==> config.mk <==
export PLATFORM = sky130hd
export DESIGN_NAME = uart_tx_arbiter_flat
export DESIGN_NICKNAME = d
export VERILOG_FILES = /design/src/rtl/uart_tx_arbiter_if.sv /design/src/rtl/uart_tx_arbiter.sv /design/src/flat_wrapper.sv
export SDC_FILE = /design/constraint.sdc
export NUM_CORES = 1
export LEC_CHECK = 0
export BUFFER_PORTS_ARGS = -buffer_cell sky130_fd_sc_hd__buf_4
export CORE_UTILIZATION = 30
export CTS_CLUSTER_DIAMETER = 80
export DETAILED_ROUTE_END_ITERATION = 16
export GPL_TIMING_DRIVEN = 0
export SLEW_MARGIN = 20
export SYNTH_ARGS = -nofsm -noshare
export SYNTH_HDL_FRONTEND = slang
export SYNTH_SLANG_ARGS = --single-unit
==> constraint.sdc <==
create_clock -name clk -period 1.5 [get_ports clk]
set_input_delay 0.3 -clock clk [delete_from_list [all_inputs] [get_ports clk]]
set_output_delay 0.3 -clock clk [all_outputs]
set_load 0.05 [all_outputs]
==> src/rtl/uart_tx_arbiter_if.sv <==
// Source-side write ports and UART transmitter handshake for uart_tx_arbiter.
// slave = arbiter side, master = sources/transmitter side.
interface uart_tx_arbiter_if #(
  parameter int DEPTH = 16
);
  localparam int LW = $clog2(DEPTH) + 1;

  logic [2:0]    src_wr;
  logic [23:0]   src_din;
  logic [2:0]    src_ready;
  logic          uart_wr;
  logic [7:0]    uart_din;
  logic          uart_ready;
  logic [LW-1:0] level;
  logic          busy;

  modport slave (
    input  src_wr, src_din, uart_ready,
    output src_ready, uart_wr, uart_din, level, busy
  );

  modport master (
    output src_wr, src_din, uart_ready,
    input  src_ready, uart_wr, uart_din, level, busy
  );
endinterface

==> src/rtl/uart_tx_arbiter.sv <==
// Three-source round-robin byte arbiter feeding a FIFO that drains into a UART
// transmitter through a strobe / wait-for-busy / wait-for-idle handshake.
module uart_tx_arbiter #(
  parameter int DEPTH        = 16,
  parameter int WAIT_LOW_MAX = 4
) (
  input  logic              clk,
  input  logic              reset,
  uart_tx_arbiter_if.slave  bus
);
  localparam int AW = $clog2(DEPTH);
  localparam int CW = (WAIT_LOW_MAX < 2) ? 1 : $clog2(WAIT_LOW_MAX);

  typedef enum logic [1:0] {IDLE, ISSUE, WAIT_LOW, WAIT_HIGH} state_t;

  // Reset asserts asynchronously, releases two edges after reset falls.
  logic [1:0] rst_q;
  logic       rst_s;
  always_ff @(posedge clk or posedge reset)
    if (reset) rst_q <= 2'b11;
    else       rst_q <= {rst_q[0], 1'b0};
  assign rst_s = rst_q[1];

  logic [DEPTH-1:0][7:0] mem;
  logic [AW-1:0]         wptr, rptr;
  logic [AW:0]           lvl;
  logic [1:0]            rr_ptr, gnt_idx, k;
  logic [2:0]            gnt;
  logic [2:0][7:0]       src_b;
  logic                  push, pop;
  state_t                state, state_n;
  logic [CW-1:0]         wcnt;
  logic                  uart_wr_q;
  logic [7:0]            uart_din_q;

  function automatic logic [1:0] nxt(input logic [1:0] p);
    return (p == 2'd2) ? 2'd0 : p + 2'd1;
  endfunction

  assign src_b = bus.src_din;

  // Round-robin search starts one past the last accepted source.
  always_comb begin
    gnt     = '0;
    gnt_idx = rr_ptr;
    k       = nxt(rr_ptr);
    if (!rst_s && (lvl < (AW+1)'(DEPTH))) begin
      for (int i = 0; i < 3; i++) begin
        if (gnt == '0 && bus.src_wr[k]) begin
          gnt[k]  = 1'b1;
          gnt_idx = k;
        end
        k = nxt(k);
      end
    end
  end

  assign push = |gnt;

  always_ff @(posedge clk)
    if (push) mem[wptr] <= src_b[gnt_idx];

  always_ff @(posedge clk or posedge rst_s) begin
    if (rst_s) begin
      wptr   <= '0;
      rptr   <= '0;
      lvl    <= '0;
      rr_ptr <= 2'd2;
    end else begin
      if (push) begin
        wptr   <= wptr + AW'(1);
        rr_ptr <= gnt_idx;
      end
      if (pop) rptr <= rptr + AW'(1);
      case ({push, pop})
        2'b10:   lvl <= lvl + (AW+1)'(1);
        2'b01:   lvl <= lvl - (AW+1)'(1);
        default: ;
      endcase
    end
  end

  always_comb begin
    state_n = state;
    pop     = 1'b0;
    case (state)
      IDLE:      if (lvl != '0 && bus.uart_ready) begin
                   state_n = ISSUE;
                   pop     = 1'b1;
                 end
      ISSUE:     state_n = WAIT_LOW;
      // Bounded wait: a transmitter that never drops ready must not stall us.
      WAIT_LOW:  if (!bus.uart_ready || wcnt == CW'(WAIT_LOW_MAX - 1)) state_n = WAIT_HIGH;
      WAIT_HIGH: if (bus.uart_ready) state_n = IDLE;
      default:   state_n = IDLE;
    endcase
  end

  always_ff @(posedge clk or posedge rst_s) begin
    if (rst_s) begin
      state      <= IDLE;
      wcnt       <= '0;
      uart_wr_q  <= 1'b0;
      uart_din_q <= '0;
    end else begin
      state     <= state_n;
      uart_wr_q <= (state_n == ISSUE);
      wcnt      <= (state == WAIT_LOW) ? wcnt + CW'(1) : '0;
      if (pop) uart_din_q <= mem[rptr];
    end
  end

  assign bus.src_ready = gnt;
  assign bus.uart_wr   = uart_wr_q;
  assign bus.uart_din  = uart_din_q;
  assign bus.level     = lvl;
  assign bus.busy      = (lvl != '0) || (state != IDLE);
endmodule
==> src/flat_wrapper.sv <==
// flat-port wrapper written by rule: the top's interface ports become plain ports
module uart_tx_arbiter_flat 
#(
  parameter int DEPTH        = 16,
  parameter int WAIT_LOW_MAX = 4
)
  (clk, reset, bus_src_wr, bus_src_din, bus_uart_ready, bus_src_ready, bus_uart_wr, bus_uart_din, bus_level, bus_busy);
  uart_tx_arbiter_if #(.DEPTH(DEPTH)) bus_i ();
  input  logic clk;
  input  logic reset;
  input wire logic [$bits(bus_i.src_wr)-1:0] bus_src_wr;
  input wire logic [$bits(bus_i.src_din)-1:0] bus_src_din;
  input wire logic [$bits(bus_i.uart_ready)-1:0] bus_uart_ready;
  output wire logic [$bits(bus_i.src_ready)-1:0] bus_src_ready;
  output wire logic [$bits(bus_i.uart_wr)-1:0] bus_uart_wr;
  output wire logic [$bits(bus_i.uart_din)-1:0] bus_uart_din;
  output wire logic [$bits(bus_i.level)-1:0] bus_level;
  output wire logic [$bits(bus_i.busy)-1:0] bus_busy;
  assign bus_i.src_wr = bus_src_wr;
  assign bus_i.src_din = bus_src_din;
  assign bus_i.uart_ready = bus_uart_ready;
  assign bus_src_ready = bus_i.src_ready;
  assign bus_uart_wr = bus_i.uart_wr;
  assign bus_uart_din = bus_i.uart_din;
  assign bus_level = bus_i.level;
  assign bus_busy = bus_i.busy;
  uart_tx_arbiter #(.DEPTH(DEPTH), .WAIT_LOW_MAX(WAIT_LOW_MAX)) u_core (.clk(clk), .reset(reset), .bus(bus_i));
endmodule
==> impl_metrics.prom, run 1 <==
# TYPE chip_impl_metric gauge
chip_impl_metric{name="reg2reg_slack",unit="ns"} -1.18
chip_impl_metric{name="yosys.area.top_type_share",unit="%"} 57.9
chip_impl_metric{name="p_leak",unit="uW"} 0.00327
chip_impl_metric{name="fin_util",unit="%"} 42.5
chip_impl_metric{name="syn_area_per_cell",unit="um2"} 18.2
chip_impl_metric{name="fin_total_pwr",unit="uW"} 20200
chip_impl_info{name="worst_path_dominant_cell_family",value="simple AND/OR/NAND/NOR gates"} 1
chip_impl_metric{name="worst_clock_skew",unit="ns"} 0.00907
chip_impl_metric{name="slew_headroom",unit="%"} 52.9
chip_impl_metric{name="numCtsBuffers",unit=""} 17
chip_impl_metric{name="global_route.usage.total",unit="%"} 14.0
chip_impl_metric{name="drc_errors",unit=""} 0
chip_impl_metric{name="buffers_on_ports",unit=""} 47
chip_impl_info{name="worst_r2r_dst",value="u_core.bus.level[4]"} 1
chip_impl_metric{name="clock_tree.htree_level_count",unit=""} 4
chip_impl_metric{name="cp_data_required_time",unit="ns"} 1.81
chip_impl_metric{name="global_route_wire_length_before_repair",unit="mm"} 22.5
chip_impl_metric{name="globalplace.congestion",unit=""} 0.692
chip_impl_metric{name="place_ws",unit="ns"} -1.53
chip_impl_metric{name="wl",unit="mm"} 15.2
chip_impl_info{name="critical-path-top-cell-by-count",value="ha_4"} 1
chip_impl_metric{name="post_drt_via_cell_ratio",unit=""} 4.80
chip_impl_metric{name="critical_path.max_fanout",unit=""} 4
chip_impl_metric{name="detailedPlacementHpwl",unit="mm"} 9.19
chip_impl_metric{name="post_layout_nonfiller_instances",unit=""} 760
chip_impl_metric{name="areaGrowthSynthToFinish",unit="%"} 39.3
chip_impl_metric{name="synth.distinct_cells",unit=""} 50
chip_impl_metric{name="insertedDiodeCount",unit=""} 0
chip_impl_metric{name="maximum_operating_frequency",unit="MHz"} 373
chip_impl_metric{name="cts_num_sinks",unit=""} 158
chip_impl_metric{name="synth_enable_flop_cells",unit=""} 128
chip_impl_metric{name="number_of_antenna_violations_at_the_first_check_in_global_routing",unit=""} 0
chip_impl_info{name="cell_with_the_largest_stage_delay_on_the_worst_path",value="or4_4"} 1
chip_impl_info{name="cts_root_buf",value="clkbuf_16"} 1
chip_impl_metric{name="drive_above_1_share",unit="%"} 53.3
chip_impl_metric{name="max_cap_violations",unit=""} 0
chip_impl_metric{name="max-vdd-ir-drop",unit="mV"} 1.18
chip_impl_info{name="timing.critical_path.cells",value="or4_4, o211a_4, buf_8, ha_4, ha_4, nor2b_4, o21ai_2, a21oi_1, or3b_1, xnor2_1"} 1
chip_impl_metric{name="setup_viol_count_final",unit=""} 281
chip_impl_metric{name="grt_overflow_total",unit=""} 0
chip_impl_info{name="status",value="finished, violations left"} 1
chip_impl_metric{name="die_height",unit="um"} 151
chip_impl_metric{name="post-route-worst-setup-slack",unit="ns"} -1.18
chip_impl_metric{name="io_pins",unit=""} 48
chip_impl_metric{name="layout_min_cycle_time",unit="ns"} 2.68
chip_impl_metric{name="synthArstFlopShare",unit="%"} 19.0
chip_impl_metric{name="layout.nets",unit=""} 508
chip_impl_metric{name="layout.filler_cells",unit=""} 1897
chip_impl_metric{name="worst-endpoint-arrival",unit="ns"} 2.99
chip_impl_metric{name="first_global_vias",unit=""} 3739
chip_impl_metric{name="min_period_over_period",unit="%"} 179
chip_impl_info{name="crit_start",value="u_core.bus.level[4]"} 1
chip_impl_metric{name="drt_first_iter_violations",unit=""} 292
chip_impl_metric{name="overall_die_width",unit="um"} 151
chip_impl_metric{name="post_synth_instance_area",unit="um2"} 6640
chip_impl_metric{name="synthesis.yosys.warnings",unit=""} 0
chip_impl_metric{name="clock_buffer_depth",unit=""} 2
chip_impl_metric{name="core_area",unit="um2"} 21800
chip_impl_metric{name="initial_core_util",unit="%"} 30.5
chip_impl_info{name="path_class",value="register to register"} 1
chip_impl_metric{name="std_cell_rows",unit=""} 54
chip_impl_metric{name="grt_start_max_net_pins",unit=""} 29
chip_impl_metric{name="worst_r2r_path_depth",unit=""} 10
chip_impl_info{name="hold_path_class",value="primary input to register"} 1
chip_impl_metric{name="clk_transition_reported_paths",unit="ns"} 0.06
chip_impl_metric{name="syn_nets",unit=""} 405
chip_impl_info{name="rr_startpoint",value="u_core.bus.level[4]"} 1
chip_impl_info{name="rsz0062_at_grt",value="yes"} 1
chip_impl_metric{name="dp.cells",unit=""} 691
chip_impl_metric{name="detail_route.first_pass.iterations",unit=""} 4
chip_impl_metric{name="holdWs",unit="ns"} 0.150
chip_impl_info{name="start_point_of_the_worst_min_delay_path",value="bus_uart_ready"} 1
chip_impl_metric{name="synth.yosys.seq_area_share",unit="%"} 69.3
chip_impl_metric{name="route.detailed.wl_per_inst",unit="um"} 20.0
chip_impl_metric{name="critical_path.n_buffers_inverters",unit=""} 1
chip_impl_metric{name="power-per-cell-area",unit="nW/um2"} 2190
chip_impl_metric{name="final_antenna_net_count",unit=""} 0
chip_impl_info{name="min_delay_worst_endpoint",value="u_core.bus.uart_wr"} 1
chip_impl_metric{name="worst_slew_pin_slew",unit="ns"} 0.707
chip_impl_info{name="violated_checks",value="setup timing"} 1
chip_impl_info{name="worstSetupStartpointType",value="register"} 1
chip_impl_metric{name="die-area",unit="um2"} 22700
chip_impl_info{name="cts_tree",value="done"} 1
chip_impl_info{name="critical_path_end_type",value="register"} 1
chip_impl_metric{name="detailroute.via_count",unit=""} 3648
chip_impl_metric{name="postSynthRegisterBits",unit=""} 158
chip_impl_metric{name="largest_stage_delay_worst_path",unit="ns"} 0.55
chip_impl_info{name="synth.area.top_cells",value="edfxtp_1 (58%), dfrtp_1 (10%), mux4_2 (7.8%), mux4_1 (3.6%), ha_1 (1.9%)"} 1
chip_impl_info{name="ys.flop_type",value="edfxtp_1"} 1
chip_impl_metric{name="synthesis.instances",unit=""} 364
chip_impl_metric{name="maxSlewViolCount",unit=""} 0
chip_impl_info{name="yosys.area.top_type",value="edfxtp_1"} 1
chip_impl_metric{name="timing.final.hold_violations",unit=""} 0
chip_impl_metric{name="worstHoldPathCells",unit=""} 2
chip_impl_metric{name="clock_latency",unit="ns"} 0.42
## synth_stat cells, types with 2 or more instances
master and instances:
dfstp_2 3, buf_4 2, ha_1 10, o22ai_2 8, o22ai_1 10, nand2_1 11
nor2_1 17, mux4_2 23, o2bb2ai_1 8, edfxtp_1 128, xor2_1 3, buf_1 4
inv_1 10, nand2b_1 3, o21ai_0 7, nand4_1 2, and3_1 3, nor2b_1 2
mux2_2 8, xnor2_1 7, o211a_1 2, dfrtp_1 27, a21oi_1 10, mux4_1 9
a21o_1 2, buf_6 4, clkbuf_1 5, buf_2 2, mux2i_1 10, nor3_1 4
## timing repair
| action | CTS | global route |
|---|---|---|
| resized for setup | 58 | 37 |
| pin swaps | 26 | 23 |
| buffers inserted | 26 | 13 |
| endpoints found under the hold margin | 2 | 0 |
| gates cloned | 2 | 2 |
| hold buffers | 1 | 0 |
| setup endpoints to repair | 283 | 280 |
## cells in the final DEF (no fill, tap or decap), types with 3 or more instances in the layout
cell type  count
a21oi_1        7
a21oi_2        3
buf_12        19
buf_2          3
buf_4         60
buf_6          7
buf_8          6
bufinv_16      5
clkbuf_16     19
dfrtp_1       22
dfrtp_2        5
dfstp_2        3
edfxtp_1     128
ha_1           7
ha_4           3
inv_1          8
mux2_4         7
mux2i_4        6
mux4_1         3
mux4_2        29
nand2_1        6
nand2_4        5
nand2b_1       3
nor2_1         4
nor2_4        13
nor3_4         4
o21ai_0        3
o22ai_2       14
o2bb2ai_4      9
xnor2_1        6
## per-stage QoR
step / TNS [ns] / cell area (um2)
floorplan: -145.43 / 6970
global placement: -219.79 / 7670
detailed placement: -236.12 / 7670
CTS: -105.07 / 8920
global route: -125.49 / 9240
finish: -108.88 / 9240
## logic make-up after synthesis
group / after synthesis / share of synthesized area (%)
DFF: 158 / 69.3
AOI/OAI and AO/OA: 52 / 6.11
and+or+nand+nor: 52 / 4.15
muxes: 51 / 14.4
buffers and inverters: 29 / 2.51
adders and majority gates: 11 / 2.19
xor gates and xnor gates: 10 / 1.32
other: 1 / 0.0565
## registers in the layout (all words and copies together) (netlist names)
| name | cells |
|---|---|
| u_core.bus.level | 5 |
| u_core.bus.uart_din | 8 |
| u_core.bus.uart_wr | 1 |
| u_core.mem | 128 |
| u_core.rptr | 4 |
| u_core.rr_ptr | 2 |
| u_core.rst_q | 2 |
| u_core.state | 2 |
| u_core.wcnt | 2 |
| u_core.wptr | 4 |
## where the power goes
part | switching (uW) | total [uW] | internal (uW) | leakage, uW
Sequential | 504 | 6610 | 6110 | 0.00151
Combinational | 4650 | 8770 | 4120 | 0.00144
Clock | 1790 | 4820 | 3030 | 0.000321
Total | 6940 | 20200 | 13300 | 0.00327
## per-layer routing
metal | routed length, um | vias up | GRT usage [%] | share of wire [%]
li1 | - | 1663 | - | -
met4 | 123 | 0 | 3.45 | 0.81
met5 | 0 | - | 0 | 0
met2 | 7460 | 93 | 22.0 | 49
met1 | 6750 | 1880 | 19.2 | 44
met3 | 875 | 12 | 3.55 | 5.8
## cell type report
type	instances	area, um2	area share (%)
plain buffers	15	168	1.81
clock buffers	18	439	4.75
clock inverters	14	228	2.46
inverters	10	40.0	0.433
multi-input cells	178	2490	26.9
flip-flops and latches	158	4600	49.8
well taps	280	350	3.79
repair buffers	87	928	10.0
## worst max-delay path by stage
stage          slack (ns)  cells after the start                   to
2_1_floorplan       -1.35                     10  u_core.bus.level[4]
3_3_place_gp        -1.47                     11  u_core.bus.level[4]
3_5_place_dp        -1.53                     11  u_core.bus.level[4]
4_1_cts             -1.26                     10  u_core.bus.level[4]
5_1_grt             -1.25                     10  u_core.bus.level[4]
6_report            -1.18                     10  u_core.bus.level[4]
(Power assumes the default switching activity.)
==> run 2, diff against run 1 <==
- clock period: 1.5 -> 2.8 ns (I/O delays scaled with it)
==> run 2 against run 1 <==
Compared with the run above:
- the flow now finishes without violations
- final cell count decreased by 4.6%
- critical path depth decreased by 1
- worst setup slack gained 1.4 ns
- routed wire length fell by 9.9%
- register-to-register slack better by 1.4 ns
- critical path type unchanged
==> impl_metrics.prom, run 2 (synthesis gave the netlist of run 1 again) <==
# TYPE chip_impl_metric gauge
chip_impl_info{name="final_cell_mix",value="edfxtp_1 (128), buf_4 (52), dfrtp_1 (24)"} 1
chip_impl_info{name="worst_path_dominant_cell_family",value="simple AND/OR/NAND/NOR gates"} 1
chip_impl_info{name="rsz0062_at_grt",value="no"} 1
chip_impl_metric{name="insertedDiodeCount",unit=""} 0
chip_impl_metric{name="buffers_on_ports",unit=""} 47
chip_impl_info{name="critical_path_end_type",value="register"} 1
chip_impl_metric{name="worst_slew_pin_slew",unit="ns"} 0.879
chip_impl_info{name="final_common_cell",value="edfxtp_1"} 1
chip_impl_metric{name="final_antenna_net_count",unit=""} 0
chip_impl_metric{name="max-vdd-ir-drop",unit="mV"} 0.686
chip_impl_metric{name="cts_num_sinks",unit=""} 158
chip_impl_metric{name="global_route_wire_length_before_repair",unit="mm"} 20.8
chip_impl_metric{name="detailedPlacementHpwl",unit="mm"} 9.13
chip_impl_metric{name="wl",unit="mm"} 13.7
chip_impl_metric{name="globalplace.congestion",unit=""} 0.746
chip_impl_metric{name="drc_errors",unit=""} 0
chip_impl_info{name="worstSetupStartpointType",value="register"} 1
chip_impl_metric{name="number_of_hold_repair_buffers_added_at_the_cts_stage",unit=""} 0
chip_impl_metric{name="worst_clock_skew",unit="ns"} 0.00783
chip_impl_metric{name="critical_path.n_buffers_inverters",unit=""} 0
chip_impl_info{name="cell_with_the_largest_stage_delay_on_the_worst_path",value="or4_4"} 1
chip_impl_info{name="cts_root_buf",value="clkbuf_16"} 1
chip_impl_metric{name="areaGrowthSynthToFinish",unit="%"} 21.0
chip_impl_metric{name="grt_overflow_total",unit=""} 0
chip_impl_info{name="cts_tree",value="done"} 1
chip_impl_info{name="path_class",value="register to register"} 1
chip_impl_metric{name="place_ws",unit="ns"} -0.151
chip_impl_metric{name="maxSlewViolCount",unit=""} 0
chip_impl_metric{name="global_route.usage.total",unit="%"} 13.0
chip_impl_metric{name="std_cell_rows",unit=""} 54
chip_impl_metric{name="p_leak",unit="uW"} 0.00280
chip_impl_metric{name="core_area",unit="um2"} 21800
chip_impl_metric{name="numCtsBuffers",unit=""} 17
chip_impl_metric{name="die-area",unit="um2"} 22700
chip_impl_metric{name="layout_min_cycle_time",unit="ns"} 2.63
chip_impl_metric{name="max_cap_violations",unit=""} 0
chip_impl_metric{name="route.detailed.wl_per_inst",unit="um"} 18.9
chip_impl_metric{name="timing.final.hold_violations",unit=""} 0
chip_impl_metric{name="io_pins",unit=""} 48
chip_impl_metric{name="detailed_place.area",unit="um2"} 7420
chip_impl_metric{name="grt_start_max_net_pins",unit=""} 29
chip_impl_metric{name="drt_first_iter_violations",unit=""} 226
chip_impl_metric{name="cp_data_required_time",unit="ns"} 3.10
chip_impl_metric{name="timing.setup.tns",unit="ns"} 0
chip_impl_info{name="register_ranked_first_by_flip_flop_count",value="u_core.mem"} 1
chip_impl_metric{name="clock_tree.htree_level_count",unit=""} 4
chip_impl_metric{name="fin_util",unit="%"} 36.9
chip_impl_metric{name="power-per-cell-area",unit="nW/um2"} 1110
chip_impl_metric{name="maximum_operating_frequency",unit="MHz"} 380
chip_impl_metric{name="clock_buffer_depth",unit=""} 2
chip_impl_info{name="critical-path-top-cell-by-count",value="ha_4"} 1
chip_impl_metric{name="first_global_vias",unit=""} 3582
chip_impl_info{name="hold_path_class",value="primary input to asynchronous set/reset pin"} 1
chip_impl_metric{name="finalInstanceArea",unit="um2"} 8030
chip_impl_metric{name="initial_core_util",unit="%"} 30.5
chip_impl_metric{name="layout.nets",unit=""} 473
chip_impl_metric{name="slew_headroom",unit="%"} 41.0
chip_impl_metric{name="detail_route.first_pass.iterations",unit=""} 4
chip_impl_metric{name="post-route-worst-setup-slack",unit="ns"} 0.166
chip_impl_metric{name="clock_latency",unit="ns"} 0.42
chip_impl_metric{name="setup_viol_count_final",unit=""} 0
chip_impl_info{name="status",value="complete, no violations"} 1
chip_impl_metric{name="number_of_antenna_violations_at_the_first_check_in_global_routing",unit=""} 0
chip_impl_metric{name="post_drt_via_cell_ratio",unit=""} 4.74
chip_impl_metric{name="drive_above_1_share",unit="%"} 35.7
chip_impl_metric{name="largest_stage_delay_worst_path",unit="ns"} 0.56
chip_impl_metric{name="detailroute.via_count",unit=""} 3436
chip_impl_metric{name="min_period_over_period",unit="%"} 94.1
chip_impl_info{name="timing.critical_path.cells",value="or4_4, o211a_4, ha_4, ha_4, nor2b_1, o21ai_2, a21oi_1, or3b_1, xnor2_1"} 1
chip_impl_metric{name="largest_register_ff_count",unit=""} 128
chip_impl_metric{name="clk_transition_reported_paths",unit="ns"} 0.06
chip_impl_metric{name="overall_die_width",unit="um"} 151
chip_impl_metric{name="worst-endpoint-arrival",unit="ns"} 2.94
chip_impl_metric{name="critical_path.max_fanout",unit=""} 4
chip_impl_metric{name="die_height",unit="um"} 151
run 2: layout make-up:
| class | instances | area [um2] |
|---|---|---|
| fillers | 2037 | 13700 |
| repair buffers | 51 | 383 |
| clock buffers | 25 | 518 |
| inverters | 10 | 37.5 |
| flip-flops and latches | 158 | 4600 |
| plain buffers | 17 | 118 |
| clock inverters | 7 | 48.8 |
| well taps | 280 | 350 |
| multi-input cells | 177 | 1980 |
run 2: per-stage QoR:
step           hold WS [ns]  total power (uW)  cells
2_1_floorplan         0.345              5690    364
3_3_place_gp          0.346              6580    691
3_5_place_dp          0.353              6740    691
4_1_cts               0.142              8960    724
5_1_grt               0.161              9320    725
6_report              0.157              8890    725
run 2: per-layer routing:
layer,track usage (%),wire length (um),vias up
met1,17.5,6190,1746
met2,20.4,6620,87
met3,2.76,651,16
met4,5.45,247,0
met5,0,0,-
li1,-,-,1587
run 2: path summary, 6_finish.rpt:
check | start | end | slack, ns | depth (start not counted)
worst max-delay path | u_core.bus.level[1] | u_core.bus.level[4] | 0.17 | 9
worst min-delay path | reset | u_core.rst_q[1] | 0.16 | 2
worst max register to register | u_core.bus.level[1] | u_core.bus.level[4] | 0.17 | 9
worst min register to register | u_core.rst_q[0] | u_core.rst_q[1] | 0.36 | 0
max in group asynchronous | u_core.rst_q[1] | u_core.bus.level[0] | 1.97 | 1
min in group clk | u_core.rst_q[0] | u_core.rst_q[1] | 0.36 | 0
run 2: timing repair:
action | in CTS | in global routing
setup endpoints to repair | 49 | 1
pin swaps | 4 | 2
setup buffers | 3 | 1
hold endpoints to repair | 0 | 0
gates resized for setup | 4 | 2
run 2: power by group:
part / total [uW] / switching (uW) / internal, uW
Clock: 2180 / 888 / 1290
Sequential: 3500 / 214 / 3280
Combinational: 3210 / 1980 / 1230
run 2: worst reg2reg max path: stages (launching register included):
cell and delay [ns]:
dfrtp_2 0.40, or4_4 0.56, o211a_4 0.27, ha_4 0.18, ha_4 0.22, nor2b_1 0.13
o21ai_2 0.13, a21oi_1 0.08, or3b_1 0.40, xnor2_1 0.13
==> run 3, diff against run 2 <==
- ABC_AREA: not set -> 1
==> run 3 against run 2 <==
Compared with the run above:
- the flow now finishes with violations (setup timing)
- register-to-register slack worse by 0.33 ns
- fmax shrank 13%
- die area is 9.2% higher
- synthesized area rose by 9.4%
- clock power about the same
- total power up 24%
- sequential share of layout area is 5.9 points lower
- hold slack better by 0.0015 ns
- global-route usage increased by 2.3 points
- synthesized cell count increased by 74%
- sequential power increased by 4%
- first-iteration DRC count increased by 69%
==> impl_metrics.prom, run 3 <==
# TYPE chip_impl_metric gauge
chip_impl_metric{name="detailroute.via_count",unit=""} 4968
chip_impl_info{name="violated_checks",value="setup timing"} 1
chip_impl_info{name="gr-max-usage-layer",value="met2"} 1
chip_impl_info{name="hold_path_class",value="primary input to asynchronous set/reset pin"} 1
chip_impl_metric{name="synth_compound_area_share",unit="%"} 9.51
chip_impl_metric{name="yosys.area.top_type_share",unit="%"} 52.9
chip_impl_metric{name="clock_tree.htree_level_count",unit=""} 4
chip_impl_metric{name="globalplace.congestion",unit=""} 0.823
chip_impl_metric{name="place_ws",unit="ns"} -0.439
chip_impl_metric{name="drt_first_iter_violations",unit=""} 381
chip_impl_metric{name="cp_data_required_time",unit="ns"} 2.24
chip_impl_info{name="cts_tree",value="done"} 1
chip_impl_metric{name="largest_register_ff_count",unit=""} 128
chip_impl_info{name="synthMostInstantiatedCell",value="edfxtp_1"} 1
chip_impl_metric{name="worst_clock_skew",unit="ns"} 0.00825
chip_impl_metric{name="syn_area_per_cell",unit="um2"} 11.5
chip_impl_metric{name="maximum_operating_frequency",unit="MHz"} 330
chip_impl_info{name="worstSetupStartpointType",value="register"} 1
chip_impl_info{name="final_common_cell",value="edfxtp_1"} 1
chip_impl_metric{name="synth_enable_flop_cells",unit=""} 128
chip_impl_metric{name="first_global_vias",unit=""} 4994
chip_impl_metric{name="holdWs",unit="ns"} 0.158
chip_impl_metric{name="min_period_over_period",unit="%"} 108
chip_impl_info{name="register_ranked_first_by_flip_flop_count",value="u_core.mem"} 1
chip_impl_metric{name="timing.final.hold_violations",unit=""} 0
chip_impl_info{name="ys_top_cells_by_count",value="edfxtp_1 (128), nor2_1 (97), inv_1 (63), nand2_1 (52), o21ai_0 (39)"} 1
chip_impl_metric{name="p_leak",unit="uW"} 0.00353
chip_impl_metric{name="layout_min_cycle_time",unit="ns"} 3.03
chip_impl_metric{name="drive_above_1_share",unit="%"} 27.8
chip_impl_metric{name="number_of_hold_repair_buffers_added_at_the_cts_stage",unit=""} 0
chip_impl_info{name="rr_startpoint",value="u_core.rr_ptr[1]"} 1
chip_impl_info{name="synth.area.top_cells",value="edfxtp_1 (53%), dfrtp_1 (9.3%), nor2_1 (5.0%), inv_1 (3.3%), o21ai_0 (2.7%)"} 1
chip_impl_metric{name="clk_transition_reported_paths",unit="ns"} 0.06
chip_impl_metric{name="postSynthRegisterBits",unit=""} 158
chip_impl_info{name="rsz0062_at_grt",value="yes"} 1
chip_impl_info{name="yosys.area.top_type",value="edfxtp_1"} 1
chip_impl_metric{name="synthesis.instances",unit=""} 633
chip_impl_metric{name="detailedPlacementHpwl",unit="mm"} 11.8
chip_impl_metric{name="post_synth_mux_area_share",unit="%"} 2.48
chip_impl_metric{name="worst_slew_pin_slew",unit="ns"} 0.702
chip_impl_metric{name="die_height",unit="um"} 158
chip_impl_metric{name="grt_start_max_net_pins",unit=""} 29
chip_impl_metric{name="clock_buffer_depth",unit=""} 2
chip_impl_metric{name="core_area",unit="um2"} 23600
chip_impl_metric{name="power-per-cell-area",unit="nW/um2"} 1240
chip_impl_metric{name="slew_headroom",unit="%"} 53.2
chip_impl_metric{name="detail_route.first_pass.iterations",unit=""} 4
chip_impl_metric{name="yosys.area_share.simple",unit="%"} 15.4
chip_impl_metric{name="initial_core_util",unit="%"} 30.7
chip_impl_metric{name="number_of_antenna_violations_at_the_first_check_in_global_routing",unit=""} 0
chip_impl_metric{name="worst_r2r_path_depth",unit=""} 24
chip_impl_info{name="ys.flop_type",value="edfxtp_1"} 1
chip_impl_metric{name="grtUsageMet3",unit="%"} 3.52
chip_impl_metric{name="critical_path.max_fanout",unit=""} 8
chip_impl_info{name="path_class",value="register to output pin"} 1
chip_impl_metric{name="synthesis.yosys.warnings",unit=""} 0
chip_impl_metric{name="cts_num_sinks",unit=""} 158
chip_impl_metric{name="syn_nets",unit=""} 674
chip_impl_info{name="worst_r2r_dst",value="u_core.bus.level[4]"} 1
chip_impl_metric{name="gr-usage-met1",unit="%"} 19.9
chip_impl_metric{name="wl",unit="mm"} 17.7
chip_impl_metric{name="post-route-worst-setup-slack",unit="ns"} -0.231
chip_impl_info{name="status",value="finished, violations left"} 1
chip_impl_metric{name="std_cell_rows",unit=""} 56
chip_impl_metric{name="post_drt_via_cell_ratio",unit=""} 4.70
chip_impl_metric{name="max-vdd-ir-drop",unit="mV"} 0.624
chip_impl_info{name="critical_path_end_type",value="output pin"} 1
chip_impl_metric{name="worst-endpoint-arrival",unit="ns"} 2.47
chip_impl_metric{name="maxSlewViolCount",unit=""} 0
chip_impl_metric{name="buffers_on_ports",unit=""} 47
chip_impl_metric{name="max_cap_violations",unit=""} 0
chip_impl_metric{name="synth.distinct_cells",unit=""} 39
chip_impl_metric{name="insertedDiodeCount",unit=""} 0
chip_impl_metric{name="clock_latency",unit="ns"} 0.42
chip_impl_metric{name="synth_xor_area_share",unit="%"} 0.845
chip_impl_metric{name="synthArstFlopShare",unit="%"} 19.0
chip_impl_info{name="synth_top_family_by_area",value="simple AND/OR/NAND/NOR gates"} 1
chip_impl_metric{name="layout.nets",unit=""} 765
chip_impl_metric{name="drc_errors",unit=""} 0
chip_impl_metric{name="timing.setup.tns",unit="ns"} -0.891
chip_impl_metric{name="global_route_wire_length_before_repair",unit="mm"} 27.8
chip_impl_info{name="cts_root_buf",value="clkbuf_16"} 1
chip_impl_metric{name="overall_die_width",unit="um"} 158
chip_impl_metric{name="setup_viol_count_final",unit=""} 6
chip_impl_metric{name="areaGrowthSynthToFinish",unit="%"} 23.2
chip_impl_metric{name="synth.yosys.seq_area_share",unit="%"} 63.3
chip_impl_info{name="final_cell_mix",value="edfxtp_1 (128), nor2_1 (96), buf_4 (66)"} 1
chip_impl_metric{name="grt_overflow_total",unit=""} 0
chip_impl_metric{name="final_antenna_net_count",unit=""} 0
chip_impl_metric{name="global_route.usage.total",unit="%"} 15.3
chip_impl_metric{name="die-area",unit="um2"} 24800
chip_impl_metric{name="io_pins",unit=""} 48
chip_impl_metric{name="numCtsBuffers",unit=""} 17
chip_impl_metric{name="route.detailed.wl_per_inst",unit="um"} 16.8
chip_impl_metric{name="adder_cell_share_of_the_synthesized_area",unit="%"} 2.00
chip_impl_metric{name="post_synth_instance_area",unit="um2"} 7260
chip_impl_metric{name="groute.layer.met2.usage",unit="%"} 24.8
chip_impl_metric{name="reg2reg_slack",unit="ns"} -0.16
run 3: repair_timing:
| action | 4_1_cts | 5_1_grt |
|---|---|---|
| hold endpoints to repair | 0 | 0 |
| buffers inserted | 18 | 8 |
| cloned | 0 | 0 |
| setup endpoints to repair | 71 | 132 |
| pin swaps | 14 | 13 |
| resized for setup | 38 | 12 |
run 3: power breakdown:
group	total [uW]	switching, uW	internal, uW
clock network	2150	931	1220
registers	3640	233	3410
logic	5270	3570	1700
run 3: stage by stage:
| step | instance area, um2 | instances | util (%) | total power [uW] |
|---|---|---|---|---|
| floorplan | 7290 | 633 | - | 6930 |
| global placement | 8040 | 999 | 34.0 | 8370 |
| detailed placement | 8040 | 999 | 34.0 | 8450 |
| CTS | 8860 | 1049 | 37.5 | 11000 |
| global route | 8950 | 1056 | 37.9 | 11700 |
| finish | 8950 | 1056 | 37.9 | 11100 |
run 3: kinds of logic (layout without fill, tap and decap cells):
| kind of cell | count (synthesis) | after routing |
|---|---|---|
| compound gates | 102 | 102 |
| simple gates | 229 | 229 |
| other cells | 1 | 1 |
| xor+xnor | 7 | 7 |
| flops | 158 | 158 |
| mux | 18 | 18 |
| fa+ha+maj | 11 | 11 |
| buf+inv | 107 | 211 |
run 3: how the worst max path moves through the flow:
stage	slack (ns)	startpoint	end
detailed placement	-0.44	u_core.rr_ptr[1]	u_core.bus.level[4]
floorplan	-0.15	u_core.rr_ptr[1]	u_core.bus.level[4]
CTS	-0.20	u_core.rr_ptr[1]	u_core.bus.level[4]
global route	-0.40	u_core.rr_ptr[1]	u_core.bus.level[4]
global placement	-0.41	u_core.rr_ptr[1]	u_core.bus.level[4]
finish	-0.23	u_core.rr_ptr[1]	bus_src_ready[2]
run 3: critical path, stage by stage (launching register included):
cell	delay (ns)
dfstp_2	0.53
buf_6	0.13
nor2_4	0.07
nand2_2	0.09
nand3_4	0.09
nand3_2	0.09
nand2_2	0.08
nor2_4	0.18
nand2_4	0.09
o21bai_4	0.13
nand2_2	0.09
buf_4	0.17
buf_6	0.10
inv_1	0.05
buf_6	0.15
run 3: routing by layer:
layer / vias to the layer above / wire [um]
met5: - / 0
li1: 2392 / -
met3: 15 / 1000
met1: 2400 / 7840
met2: 161 / 8620
met4: 0 / 278
run 3: area by class of cell:
cell class                 instances  area, um2
fill                            2273      14700
sequential                       158       4600
tap                              319        399
inverter                          78        303
timing repair buffer              73        574
multi-input combinational        368       2370
clock buffer                      18        429
clock inverter                    14        119
buffer                            28        148
